`src/rtl/video_pkg.sv`:
```
// Shared constants, types and helpers for the BT.601 full-range YCbCr -> RGB decode path.
package video_pkg;

    localparam int SUPPORTED_DEPTH = 8;

    // Inverse BT.601 full-range coefficients in Q8 fixed point.
    localparam logic signed [17:0] K_RCR = 18'sd359;
    localparam logic signed [17:0] K_GCB = 18'sd88;
    localparam logic signed [17:0] K_GCR = 18'sd183;
    localparam logic signed [17:0] K_BCB = 18'sd454;

    localparam logic signed [18:0] ROUND_Q8 = 19'sd128;

    // Default chroma used for a missing Cr at the tail of an odd-length line.
    localparam logic [7:0] NEUTRAL_C_DFLT = 8'd128;

    // Chroma zero point; also the chroma fed to the datapath during blanking.
    localparam logic [7:0] CHROMA_ZERO = 8'd128;

    typedef struct packed {
        logic dv;
        logic hs;
        logic vs;
    } sync_t;

    typedef enum logic {
        PH_EVEN = 1'b0,
        PH_ODD  = 1'b1
    } phase_e;

    typedef struct packed {
        phase_e     ph;
        logic [7:0] cb_hold;
        logic [7:0] cr_hold;
    } pair_dbg_t;

    function automatic logic [7:0] clamp8(input logic signed [10:0] v);
        logic [7:0] res;
        if (v < 11'sd0) begin
            res = 8'd0;
        end else if (v > 11'sd255) begin
            res = 8'd255;
        end else begin
            res = v[7:0];
        end
        return res;
    endfunction

endpackage

```
`src/rtl/ycbcr2rgb_if.sv`:
```
// Pixel stream bundle for the YCbCr -> RGB decoder: raw 4:2:2 stream in, RGB stream out.
interface ycbcr2rgb_if;
    import video_pkg::*;

    // Streams have no backpressure: dv qualifies the pixel in the same cycle and the
    // sink must take every dv-high beat; hs/vs are carried alongside and never gated.
    logic [15:0] ycc_i;
    logic        dv_i;
    logic        hs_i;
    logic        vs_i;

    logic [23:0] rgb_o;
    logic        dv_o;
    logic        hs_o;
    logic        vs_o;
    logic        line_end_o;

    pair_dbg_t   dbg;

    modport master (
        output ycc_i, dv_i, hs_i, vs_i,
        input  rgb_o, dv_o, hs_o, vs_o, line_end_o, dbg
    );

    modport slave (
        input  ycc_i, dv_i, hs_i, vs_i,
        output rgb_o, dv_o, hs_o, vs_o, line_end_o, dbg
    );

endinterface

```
`src/rtl/ycbcr2rgb_chroma_pair.sv`:
```
// Chroma pairing front stage: tracks even/odd pixel phase, registers stage A and
// reconstructs the full (Cb, Cr) pair for the pixel currently held in stage A.
module ycc_chroma_pair
    import video_pkg::*;
#(
    parameter logic [7:0] NEUTRAL_C = NEUTRAL_C_DFLT
) (
    input  logic        clk,
    input  logic        rst,
    input  logic [15:0] ycc,
    input  sync_t       pix_sync,
    output logic [7:0]  a_y,
    output sync_t       a_sync,
    output logic [7:0]  cb,
    output logic [7:0]  cr,
    output pair_dbg_t   dbg
);

    phase_e     ph;
    phase_e     ph_nxt;
    phase_e     a_ph;
    logic [7:0] a_c;
    logic [7:0] cb_hold;
    logic [7:0] cr_hold;

    always_ff @(posedge clk or negedge rst) begin
        if (!rst) begin
            ph <= PH_EVEN;
        end else begin
            ph <= ph_nxt;
        end
    end

    // Any blank cycle re-arms the phase so every line opens on a Cb sample.
    always_comb begin
        ph_nxt = PH_EVEN;
        if (pix_sync.dv) begin
            ph_nxt = (ph == PH_EVEN) ? PH_ODD : PH_EVEN;
        end
    end

    always_ff @(posedge clk or negedge rst) begin
        if (!rst) begin
            a_y    <= '0;
            a_c    <= '0;
            a_ph   <= PH_EVEN;
            a_sync <= '0;
        end else begin
            a_y    <= ycc[15:8];
            a_c    <= ycc[7:0];
            a_ph   <= pix_sync.dv ? ph : PH_EVEN;
            a_sync <= pix_sync;
        end
    end

    // An even pixel borrows Cr from its partner, which sits on the input this cycle;
    // if the line ended instead, the neutral chroma stands in.
    always_comb begin
        cb = CHROMA_ZERO;
        cr = CHROMA_ZERO;
        if (a_sync.dv) begin
            if (a_ph == PH_EVEN) begin
                cb = a_c;
                cr = NEUTRAL_C;
                if (pix_sync.dv && ph == PH_ODD) begin
                    cr = ycc[7:0];
                end
            end else begin
                cb = cb_hold;
                cr = a_c;
            end
        end
    end

    always_ff @(posedge clk or negedge rst) begin
        if (!rst) begin
            cb_hold <= NEUTRAL_C;
            cr_hold <= NEUTRAL_C;
        end else if (a_sync.dv && a_ph == PH_EVEN) begin
            cb_hold <= cb;
            cr_hold <= cr;
        end
    end

    assign dbg = {ph, cb_hold, cr_hold};

endmodule

```
`src/rtl/ycbcr2rgb.sv`:
```
// 4:2:2 YCbCr to 24-bit RGB decoder (BT.601 full range) with a fixed 3-cycle latency
// and sync pass-through matched to the data path.
module ycbcr2rgb
    import video_pkg::*;
#(
    parameter int         COLORDEPTH = 8,
    parameter logic [7:0] NEUTRAL_C  = NEUTRAL_C_DFLT,
    parameter bit         BLANK_ZERO = 1'b1
) (
    input logic        clk,
    input logic        rst,
    ycbcr2rgb_if.slave bus
);

    if (COLORDEPTH != SUPPORTED_DEPTH) begin : g_depth_check
        $error("ycbcr2rgb: only COLORDEPTH = 8 is supported");
    end

    sync_t      pix_sync;
    sync_t      a_sync;
    logic [7:0] a_y;
    logic [7:0] cb;
    logic [7:0] cr;
    pair_dbg_t  pair_dbg;

    assign pix_sync = {bus.dv_i, bus.hs_i, bus.vs_i};

    ycc_chroma_pair #(
        .NEUTRAL_C (NEUTRAL_C)
    ) u_pair (
        .clk      (clk),
        .rst      (rst),
        .ycc      (bus.ycc_i),
        .pix_sync (pix_sync),
        .a_y      (a_y),
        .a_sync   (a_sync),
        .cb       (cb),
        .cr       (cr),
        .dbg      (pair_dbg)
    );

    assign bus.dbg = pair_dbg;

    // Stage M: signed chroma offsets and the four coefficient products.
    logic signed [8:0]  d_cb;
    logic signed [8:0]  d_cr;
    logic signed [17:0] d_cb_x;
    logic signed [17:0] d_cr_x;

    assign d_cb   = $signed({1'b0, cb}) - 9'sd128;
    assign d_cr   = $signed({1'b0, cr}) - 9'sd128;
    assign d_cb_x = {{9{d_cb[8]}}, d_cb};
    assign d_cr_x = {{9{d_cr[8]}}, d_cr};

    logic signed [17:0] m_r;
    logic signed [17:0] m_gb;
    logic signed [17:0] m_gr;
    logic signed [17:0] m_b;
    logic [7:0]         m_y;
    sync_t              m_sync;

    always_ff @(posedge clk or negedge rst) begin
        if (!rst) begin
            m_r    <= '0;
            m_gb   <= '0;
            m_gr   <= '0;
            m_b    <= '0;
            m_y    <= '0;
            m_sync <= '0;
        end else begin
            m_r    <= K_RCR * d_cr_x;
            m_gb   <= K_GCB * d_cb_x;
            m_gr   <= K_GCR * d_cr_x;
            m_b    <= K_BCB * d_cb_x;
            m_y    <= a_y;
            m_sync <= a_sync;
        end
    end

    // Stage O: round, then drop the 8 fraction bits; in two's complement that is floor.
    logic signed [18:0] r_acc;
    logic signed [18:0] g_acc;
    logic signed [18:0] b_acc;
    logic signed [10:0] y_s;
    logic signed [10:0] r_sum;
    logic signed [10:0] g_sum;
    logic signed [10:0] b_sum;
    logic [23:0]        rgb_nxt;

    always_comb begin
        y_s   = $signed({3'b000, m_y});
        r_acc = $signed({m_r[17], m_r}) + ROUND_Q8;
        g_acc = $signed({m_gb[17], m_gb}) + $signed({m_gr[17], m_gr}) + ROUND_Q8;
        b_acc = $signed({m_b[17], m_b}) + ROUND_Q8;
        r_sum = y_s + $signed(r_acc[18:8]);
        g_sum = y_s - $signed(g_acc[18:8]);
        b_sum = y_s + $signed(b_acc[18:8]);
        rgb_nxt = {clamp8(r_sum), clamp8(g_sum), clamp8(b_sum)};
        if (BLANK_ZERO && !m_sync.dv) begin
            rgb_nxt = '0;
        end
    end

    always_ff @(posedge clk or negedge rst) begin
        if (!rst) begin
            bus.rgb_o      <= '0;
            bus.dv_o       <= 1'b0;
            bus.hs_o       <= 1'b0;
            bus.vs_o       <= 1'b0;
            bus.line_end_o <= 1'b0;
        end else begin
            bus.rgb_o      <= rgb_nxt;
            bus.dv_o       <= m_sync.dv;
            bus.hs_o       <= m_sync.hs;
            bus.vs_o       <= m_sync.vs;
            bus.line_end_o <= bus.dv_o & ~m_sync.dv;
        end
    end

endmodule

```
`src/flat_wrapper.sv`:
```
// flat-port wrapper written by rule: the top's interface ports become plain ports
module ycbcr2rgb_flat import video_pkg::*;
#(
    parameter int         COLORDEPTH = 8,
    parameter logic [7:0] NEUTRAL_C  = NEUTRAL_C_DFLT,
    parameter bit         BLANK_ZERO = 1'b1
)
  (clk, rst, bus_ycc_i, bus_dv_i, bus_hs_i, bus_vs_i, bus_rgb_o, bus_dv_o, bus_hs_o, bus_vs_o, bus_line_end_o, bus_dbg);
  ycbcr2rgb_if bus_i ();
  input logic clk;
  input logic rst;
  input wire logic [$bits(bus_i.ycc_i)-1:0] bus_ycc_i;
  input wire logic [$bits(bus_i.dv_i)-1:0] bus_dv_i;
  input wire logic [$bits(bus_i.hs_i)-1:0] bus_hs_i;
  input wire logic [$bits(bus_i.vs_i)-1:0] bus_vs_i;
  output wire logic [$bits(bus_i.rgb_o)-1:0] bus_rgb_o;
  output wire logic [$bits(bus_i.dv_o)-1:0] bus_dv_o;
  output wire logic [$bits(bus_i.hs_o)-1:0] bus_hs_o;
  output wire logic [$bits(bus_i.vs_o)-1:0] bus_vs_o;
  output wire logic [$bits(bus_i.line_end_o)-1:0] bus_line_end_o;
  output wire logic [$bits(bus_i.dbg)-1:0] bus_dbg;
  assign bus_i.ycc_i = bus_ycc_i;
  assign bus_i.dv_i = bus_dv_i;
  assign bus_i.hs_i = bus_hs_i;
  assign bus_i.vs_i = bus_vs_i;
  assign bus_rgb_o = bus_i.rgb_o;
  assign bus_dv_o = bus_i.dv_o;
  assign bus_hs_o = bus_i.hs_o;
  assign bus_vs_o = bus_i.vs_o;
  assign bus_line_end_o = bus_i.line_end_o;
  assign bus_dbg = bus_i.dbg;
  ycbcr2rgb #(.COLORDEPTH(COLORDEPTH), .NEUTRAL_C(NEUTRAL_C), .BLANK_ZERO(BLANK_ZERO)) u_core (.clk(clk), .rst(rst), .bus(bus_i));
endmodule
```
`config.mk`:
```
export PLATFORM = sky130hd
export DESIGN_NAME = ycbcr2rgb_flat
export DESIGN_NICKNAME = d
export VERILOG_FILES = /design/src/rtl/video_pkg.sv /design/src/rtl/ycbcr2rgb_if.sv /design/src/rtl/ycbcr2rgb_chroma_pair.sv /design/src/rtl/ycbcr2rgb.sv /design/src/flat_wrapper.sv
export SDC_FILE = /design/constraint.sdc
export NUM_CORES = 1
export LEC_CHECK = 0
export ABC_AREA = 0
export BUFFER_PORTS_ARGS = -buffer_cell sky130_fd_sc_hd__buf_2
export CORE_MARGIN = 2
export CORE_UTILIZATION = 60
export DETAILED_ROUTE_END_ITERATION = 8
export PLACE_DENSITY = 0.91
export SLEW_MARGIN = 20
export SYNTH_ARGS = -nofsm -noshare
export SYNTH_HDL_FRONTEND = slang
export SYNTH_SLANG_ARGS = --single-unit
```
`constraint.sdc`:
```
create_clock -name clk -period 7.2 [get_ports clk]
set_input_delay 1.44 -clock clk [delete_from_list [all_inputs] [get_ports clk]]
set_output_delay 1.44 -clock clk [all_outputs]
set_load 0.01 [all_outputs]
```
* Word level (Yosys, flattened, before mapping) *
Index checks and enable logic that the tools add are counted.

cells by class
  add/sub/neg operators = 9
  multiply operators = 4
  magnitude comparators = 6
  muxes and demuxes = 15
  bitwise logic cells = 3
  reductions and logical operators = 2

operators by type and width
  operator                 count
  $mux W8                  11
  $add A18 B9 Y19 const B  2
  $gt A11 B9 Y1 const B    3
  $lt A11 B1 Y1 const B    3
  $mux W24                 1
  $add A9 B11 Y11          2
  $add A17 B18 Y19         1
  $add A19 B9 Y19 const B  1
  $mul A10 B9 Y18 const A  1
  $mul A9 B9 Y18 const A   1
  $sub A8 B8 Y9 const B    2
  $mul A9 B9 Y17 const A   1
  $mul A5 B9 Y14 const A   1
  $sub A9 B11 Y11          1
  $mux W1                  3
  $logic_and A1 B1 Y1      2
  $not A1 Y1               2
  $and A1 B1 Y1            1

word-level totals
  register bits after elaboration = 143
  input port bits = 21
  output and inout port bits = 45
  word-level logic and storage cells = 61

* Logic depth before layout (Yosys ltp) *
  word-level depth = 7
  gate-level depth with buffers = 27
  depth with buffers taken out = 26

* Modules after synthesis *
Synthesis repeated with hierarchy kept, for this count alone.

unflattened totals
  cells, all modules = 1051
  area, all modules = 10945.5 um2

modules (own cells, without submodules)
  module           times used  cells each  area an instance (um2)  seq. area each (um2)
  ycbcr2rgb        1           942         9450.3                  2252.2
  ycc_chroma_pair  1           109         1495.2                  928.4

* Worst setup path before layout *
No wires, ideal clock.

  path type = input-to-reg
  from = input port bus_dv_i
  to = register u_core.m_gr[17]
  setup time = 0.136 ns
  data arrival time = 6.192 ns
  required time = 7.064 ns
  setup slack = 0.872 ns
  stages on the path = 26
  path buffers = 0
  cells stage by stage = nand2_1 > clkinv_1 > nand2_1 > o21ai_0 > nand2_1 > inv_1 > ha_1 > inv_1 > fa_1 > inv_1 > ha_1 > inv_1 > fa_1 > inv_1 > ha_1 > ha_1 > fa_1 > a21o_1 > a21oi_1 > o21bai_1 > a21oi_1 > o21bai_1 > a211o_1 > a31o_2 > a21oi_1 > xnor2_1

on the way
  longest elaborated chain between the ends = 6

RTL lines
  element               line                         text
  from (decl)           flat_wrapper.sv:13           input wire logic [$bits(bus_i.dv_i)-1:0] bus_dv_i;
  $logic_and A1 B1 Y1   ycbcr2rgb_chroma_pair.sv:65  if (pix_sync.dv && ph == PH_ODD) begin
  $mux W8               ycbcr2rgb_chroma_pair.sv:65
  $mux W8               ycbcr2rgb_chroma_pair.sv:62  if (a_ph == PH_EVEN) begin
  $mux W8               ycbcr2rgb_chroma_pair.sv:61  if (a_sync.dv) begin
  net u_core.cr[1]      ycbcr2rgb.sv:23              logic [7:0] cr;
  $sub A8 B8 Y9         ycbcr2rgb.sv:51              assign d_cr = $signed({1'b0, cr}) - 9'sd128;
  $mul A9 B9 Y18        ycbcr2rgb.sv:73              m_gr <= K_GCR * d_cr_x;
  to (signal assigned)  ycbcr2rgb.sv:73
  to (decl)             ycbcr2rgb.sv:57              logic signed [17:0] m_gr;

The timed path passes the listed nets, and every way through them passes these cells.
A chain may end at the register's enable or synchronous reset.

* Worst setup path after layout *
Ends and elaborated chain as after synthesis.

==> summary.txt <==
Synth
  – YS warnings: 0
  – Simple-Gate Fraction of Synth Area: 8.26%
  – Synth area leader: dfrtp_1
  – Syn Area/Cell: 10.2 µm²
  – Sequential area share after synthesis: a little under a third
  – Share of the synthesized area in the top cell type: between 20 and 30%
  – Mux cell area share after synthesis: under 10%
  – Post-synth ARST share: 100%
  – Post-Synth Adder-Cell Area: a little over a third
  – Syn Std Cell Area: 10500 µm²
  – Net Count, Synth: ~1300
  – Gate count of the mapped netlist: 1031
  – Largest family of logic cells by synthesized area: adder cells
  – Ys flop type: dfrtp_1
  – XOR/XNOR Fraction of Synth Area: between 7 and 8%
  – Count of different cell masters after synthesis: between 50 and 60
  – Top cells by area, synth: dfrtp_1 (30%), ha_1 (24%), fa_1 (12%), inv_1 (6.1%), xnor2_1 (5.1%)
  – Synth Register Bits: 127
  – Compound-Gate Fraction of Synth Area: between 10% and 20%
  – EDFF count, synth: 0

Global route
  – First-pass GRT wire length: 36800 µm
  – All-Layer GR Usage: 25.8%
  – Total grt overflow: 0
  – Largest net degree at the start of global routing: slightly below 90
  – Vias in the first global route: 7800
  – Initial antenna violation count: 0

Die
  – Core footprint: roughly 17000 µm²
  – Core Rows: 48
  – Initial core utilization: between 60 and 70%
  – Die Height: roughly 140 µm
  – Die ar.: 18700 µm²
  – # IOs: 66
  – DIE WIDTH: 137 µm

Critical path
  – Top Family by Delay on Critical Path: adder cells
  – Cells on worst reg2reg path: 18
  – Worst path most repeated cell: inv_1
  – FF-to-FF End: u_core.m_b[17]
  – Max incr delay on CP: roughly 520 ps
  – Worst reg2reg path startpoint: u_core.u_pair.a_ph
  – Critical path's slowest cell: fa_1
  – Crit. path cell count: 27
  – Crit path buffers/inverters: 7
  – Arrival @ worst endpoint: 7000 ps
  – Worst setup path endpoint: u_core.m_gr[17]
  – CP Class: primary input to register
  – CP startpoint kind: primary input
  – Worst Path Required: around 7500 ps
  – R2R Setup Slk: roughly 1000 ps
  – CP Launch Point: bus_dv_i
  – Critical Path Sink Type: register
  – CP Max Fanout: 8

Clock network
  – Num Clock Sinks: about 130
  – Post-CTS sizing: 0
  – H-tree depth: 4
  – Hold-fix buffers, CTS: 0
  – Clk root buf: clkbuf_16
  – Deepest clock path buffer count: 2
  – Reg clk slew, reported paths: 60 ps
  – Clock latency on the worst-skew pair: around 430 ps
  – Post-CTS Setup Bufs: 0
  – CTS tree: done
  – Num CTS Buffers: 17

Timing
  – Period utilisation layout: 93.1%
  – Final Hold Viols: 0
  – Tmin final: about 6700 ps
  – Maximum achievable frequency: around 150 MHz
  – Worst Clk Skew: slightly above 10 ps
  – Worst slew margin: 43.2%
  – RSZ-0062 raised after global routing: no
  – Final setup vio count: 0
  – Max Slew Vio Count: 0
  – Setup tns final: 0 ps
  – Worst-margin pin slew: about 850 ps

Placement
  – Port Buffers: 65
  – GP Congestion: roughly 0.9
  – DP HPWL: roughly 17000 µm

Route
  – Vias: 7406
  – DR pass1 iterations: 5
  – WL met3: between 900 and 1000 µm
  – DRC: 0
  – Met2 wire length: about 11000 µm
  – Final ANT Viol Nets: 0
  – Routed vias/inst: ~5.5
  – Drt wl/cell: 16.5 µm
  – Highest Signal Layer: met4
  – Drt total wl: around 22000 µm
  – Wire length on met1: 9070 µm
  – Initial DRC count: 353

Final layout
  – Fin util: about two thirds
  – Nets@finish: approximately 1400
  – Fraction of layout cells with a size suffix above 1: approximately an eighth
  – Antenna cells: 0
  – Area Growth Syn to Fin: 11.7%

Power and ir drop
  – Sw Pwr: approximately 0.0013 W
  – Pwr Density: between 200 and 300 nW/µm²
  – Worst IR drop on VDD: approximately 0.23 mV
  – Comb pwr share: between 40% and 50%
  – Clock power share: between 20% and 30%
  – Seq pwr share: 27.4%
  – Pint: roughly 0.0021 W
  – Pleak: 6.49 nW
  – Switching share of power: a little under two fifths

Run status
  – Status: complete, no violations

Worst hold path
  – Hold Path Class: register to register

Flow run
  – MaxCap Viol Count: 0
==> final cells by class <==
| type | count | area (µm²) |
|---|---|---|
| clock buffers | 18 | 429 |
| clock inverters | 13 | 210 |
| fillers | 1235 | 5460 |
| inverters | 174 | 653 |
| multi-input cells | 722 | 6680 |
| flip-flops and latches | 127 | 3180 |
| well taps | 225 | 282 |
| repair buffers | 67 | 347 |
==> through the flow <==
| step | area (µm²) | setup slack, ps | std cells | hold slack [ps] | total power [W] |
|---|---|---|---|---|---|
| 2_1_floorplan | 10500 | 872 | 1031 | 331 | 0.00205 |
| 3_3_place_gp | 11100 | 363 | 1315 | 331 | 0.00232 |
| 3_5_place_dp | 11100 | 106 | 1315 | 335 | 0.00241 |
| 4_1_cts | 11800 | 501 | 1346 | 348 | 0.00339 |
| 5_1_grt | 11800 | 108 | 1346 | 358 | 0.00363 |
| 6_report | 11800 | 495 | 1346 | 347 | 0.00339 |
==> worst register-to-register path, cell delays in order, from the launching register on <==
cell	delay, ps
dfrtp_1	840
mux2i_1	180
nand2_1	390
clkinv_1	480
ha_1	440
ha_1	330
ha_1	330
fa_1	570
inv_1	80
fa_1	530
inv_1	50
ha_1	330
a31o_2	250
a21oi_2	190
o21ai_1	120
or4_1	430
a31o_2	270
a21oi_2	140
xnor2_1	130
==> worst min-delay path by stage <==
stage | from | end | cells past startpoint
finish | u_core.u_pair.a_y[6] | u_core.m_y[6] | 0
global route | u_core.u_pair.a_y[6] | u_core.m_y[6] | 0
CTS | u_core.u_pair.a_y[6] | u_core.m_y[6] | 0
detailed placement | u_core.u_pair.a_y[6] | u_core.m_y[6] | 0
global placement | u_core.m_sync[0] | u_core.bus.vs_o | 0
floorplan | u_core.m_sync[1] | u_core.bus.hs_o | 0
==> layer usage <==
metal / up-vias / GRT usage (%)
met5: - / 0
met4: 0 / 10.9
met3: 58 / 4.78
met2: 199 / 46.4
met1: 3569 / 30.0
li1: 3580 / -
==> cell families after synthesis <==
logic type / count (synthesis)
flops: 127
compound gates: 165
mux: 19
buf+inv: 182
simple gates: 186
xor+xnor: 86
fa+ha+maj: 266
==> Yosys cell counts, drive strengths merged, types with 2 or more instances <==
cell type and count:
inv 172, a211o 2, o2111ai 2, dfrtp 125
and3 2, a21oi 52, o21ai 37, xor2 24
dfstp 2, fa 61, xnor2 62, and4 2
a31oi 5, clkinv 2, o21bai 13, mux2 15
nand3 15, nor2b 12, nor2 49, o21a 27
nand2b 4, and2 2, ha 203, nand2 61
a31o 4, a211oi 3, a21o 12, maj3 2
nor3 23, nand4 5, clkbuf 7, or2 6
mux2i 4
==> power groups by stage <==
stage	logic, W	registers (W)	clock network, W
2_1_floorplan	0.00110	0.000951	0
4_1_cts	0.00152	0.000927	0.000946
3_5_place_dp	0.00147	0.000937	0
3_3_place_gp	0.00139	0.000931	0
5_1_grt	0.00171	0.000942	0.000984
6_report	0.00152	0.000928	0.000939
==> placed cells by master, fill, tap and decap left out, drive strengths merged, types with 5 or more instances in the layout <==
| cell | Yosys | final |
|---|---|---|
| ha | 203 | 203 |
| inv | 172 | 174 |
| dfrtp | 125 | 125 |
| buf | 1 | 67 |
| xnor2 | 62 | 62 |
| nand2 | 61 | 61 |
| fa | 61 | 61 |
| a21oi | 52 | 52 |
| nor2 | 49 | 49 |
| o21ai | 37 | 37 |
| o21a | 27 | 27 |
| xor2 | 24 | 24 |
| nor3 | 23 | 23 |
| clkbuf | 7 | 18 |
| nand3 | 15 | 15 |
| mux2 | 15 | 15 |
| o21bai | 13 | 13 |
| a21o | 12 | 12 |
| nor2b | 12 | 12 |
| or2 | 6 | 6 |
| clkinv | 2 | 6 |
| a31oi | 5 | 5 |
| bufinv | 0 | 5 |
| nand4 | 5 | 5 |
==> sequential cells by signal, indices dropped and copies added, names as in the netlist, 3 cells and up <==
register and flops:
u_core.u_pair.a_c 8, u_core.m_sync 3, u_core.u_pair.cb_hold 8, u_core.m_b 11, u_core.bus.rgb_o 24, u_core.u_pair.a_sync 3
u_core.m_y 8, u_core.m_r 12, u_core.m_gb 14, u_core.u_pair.cr_hold 8, u_core.m_gr 14, u_core.u_pair.a_y 8
Note: power is estimated with default switching activity, not from simulation.
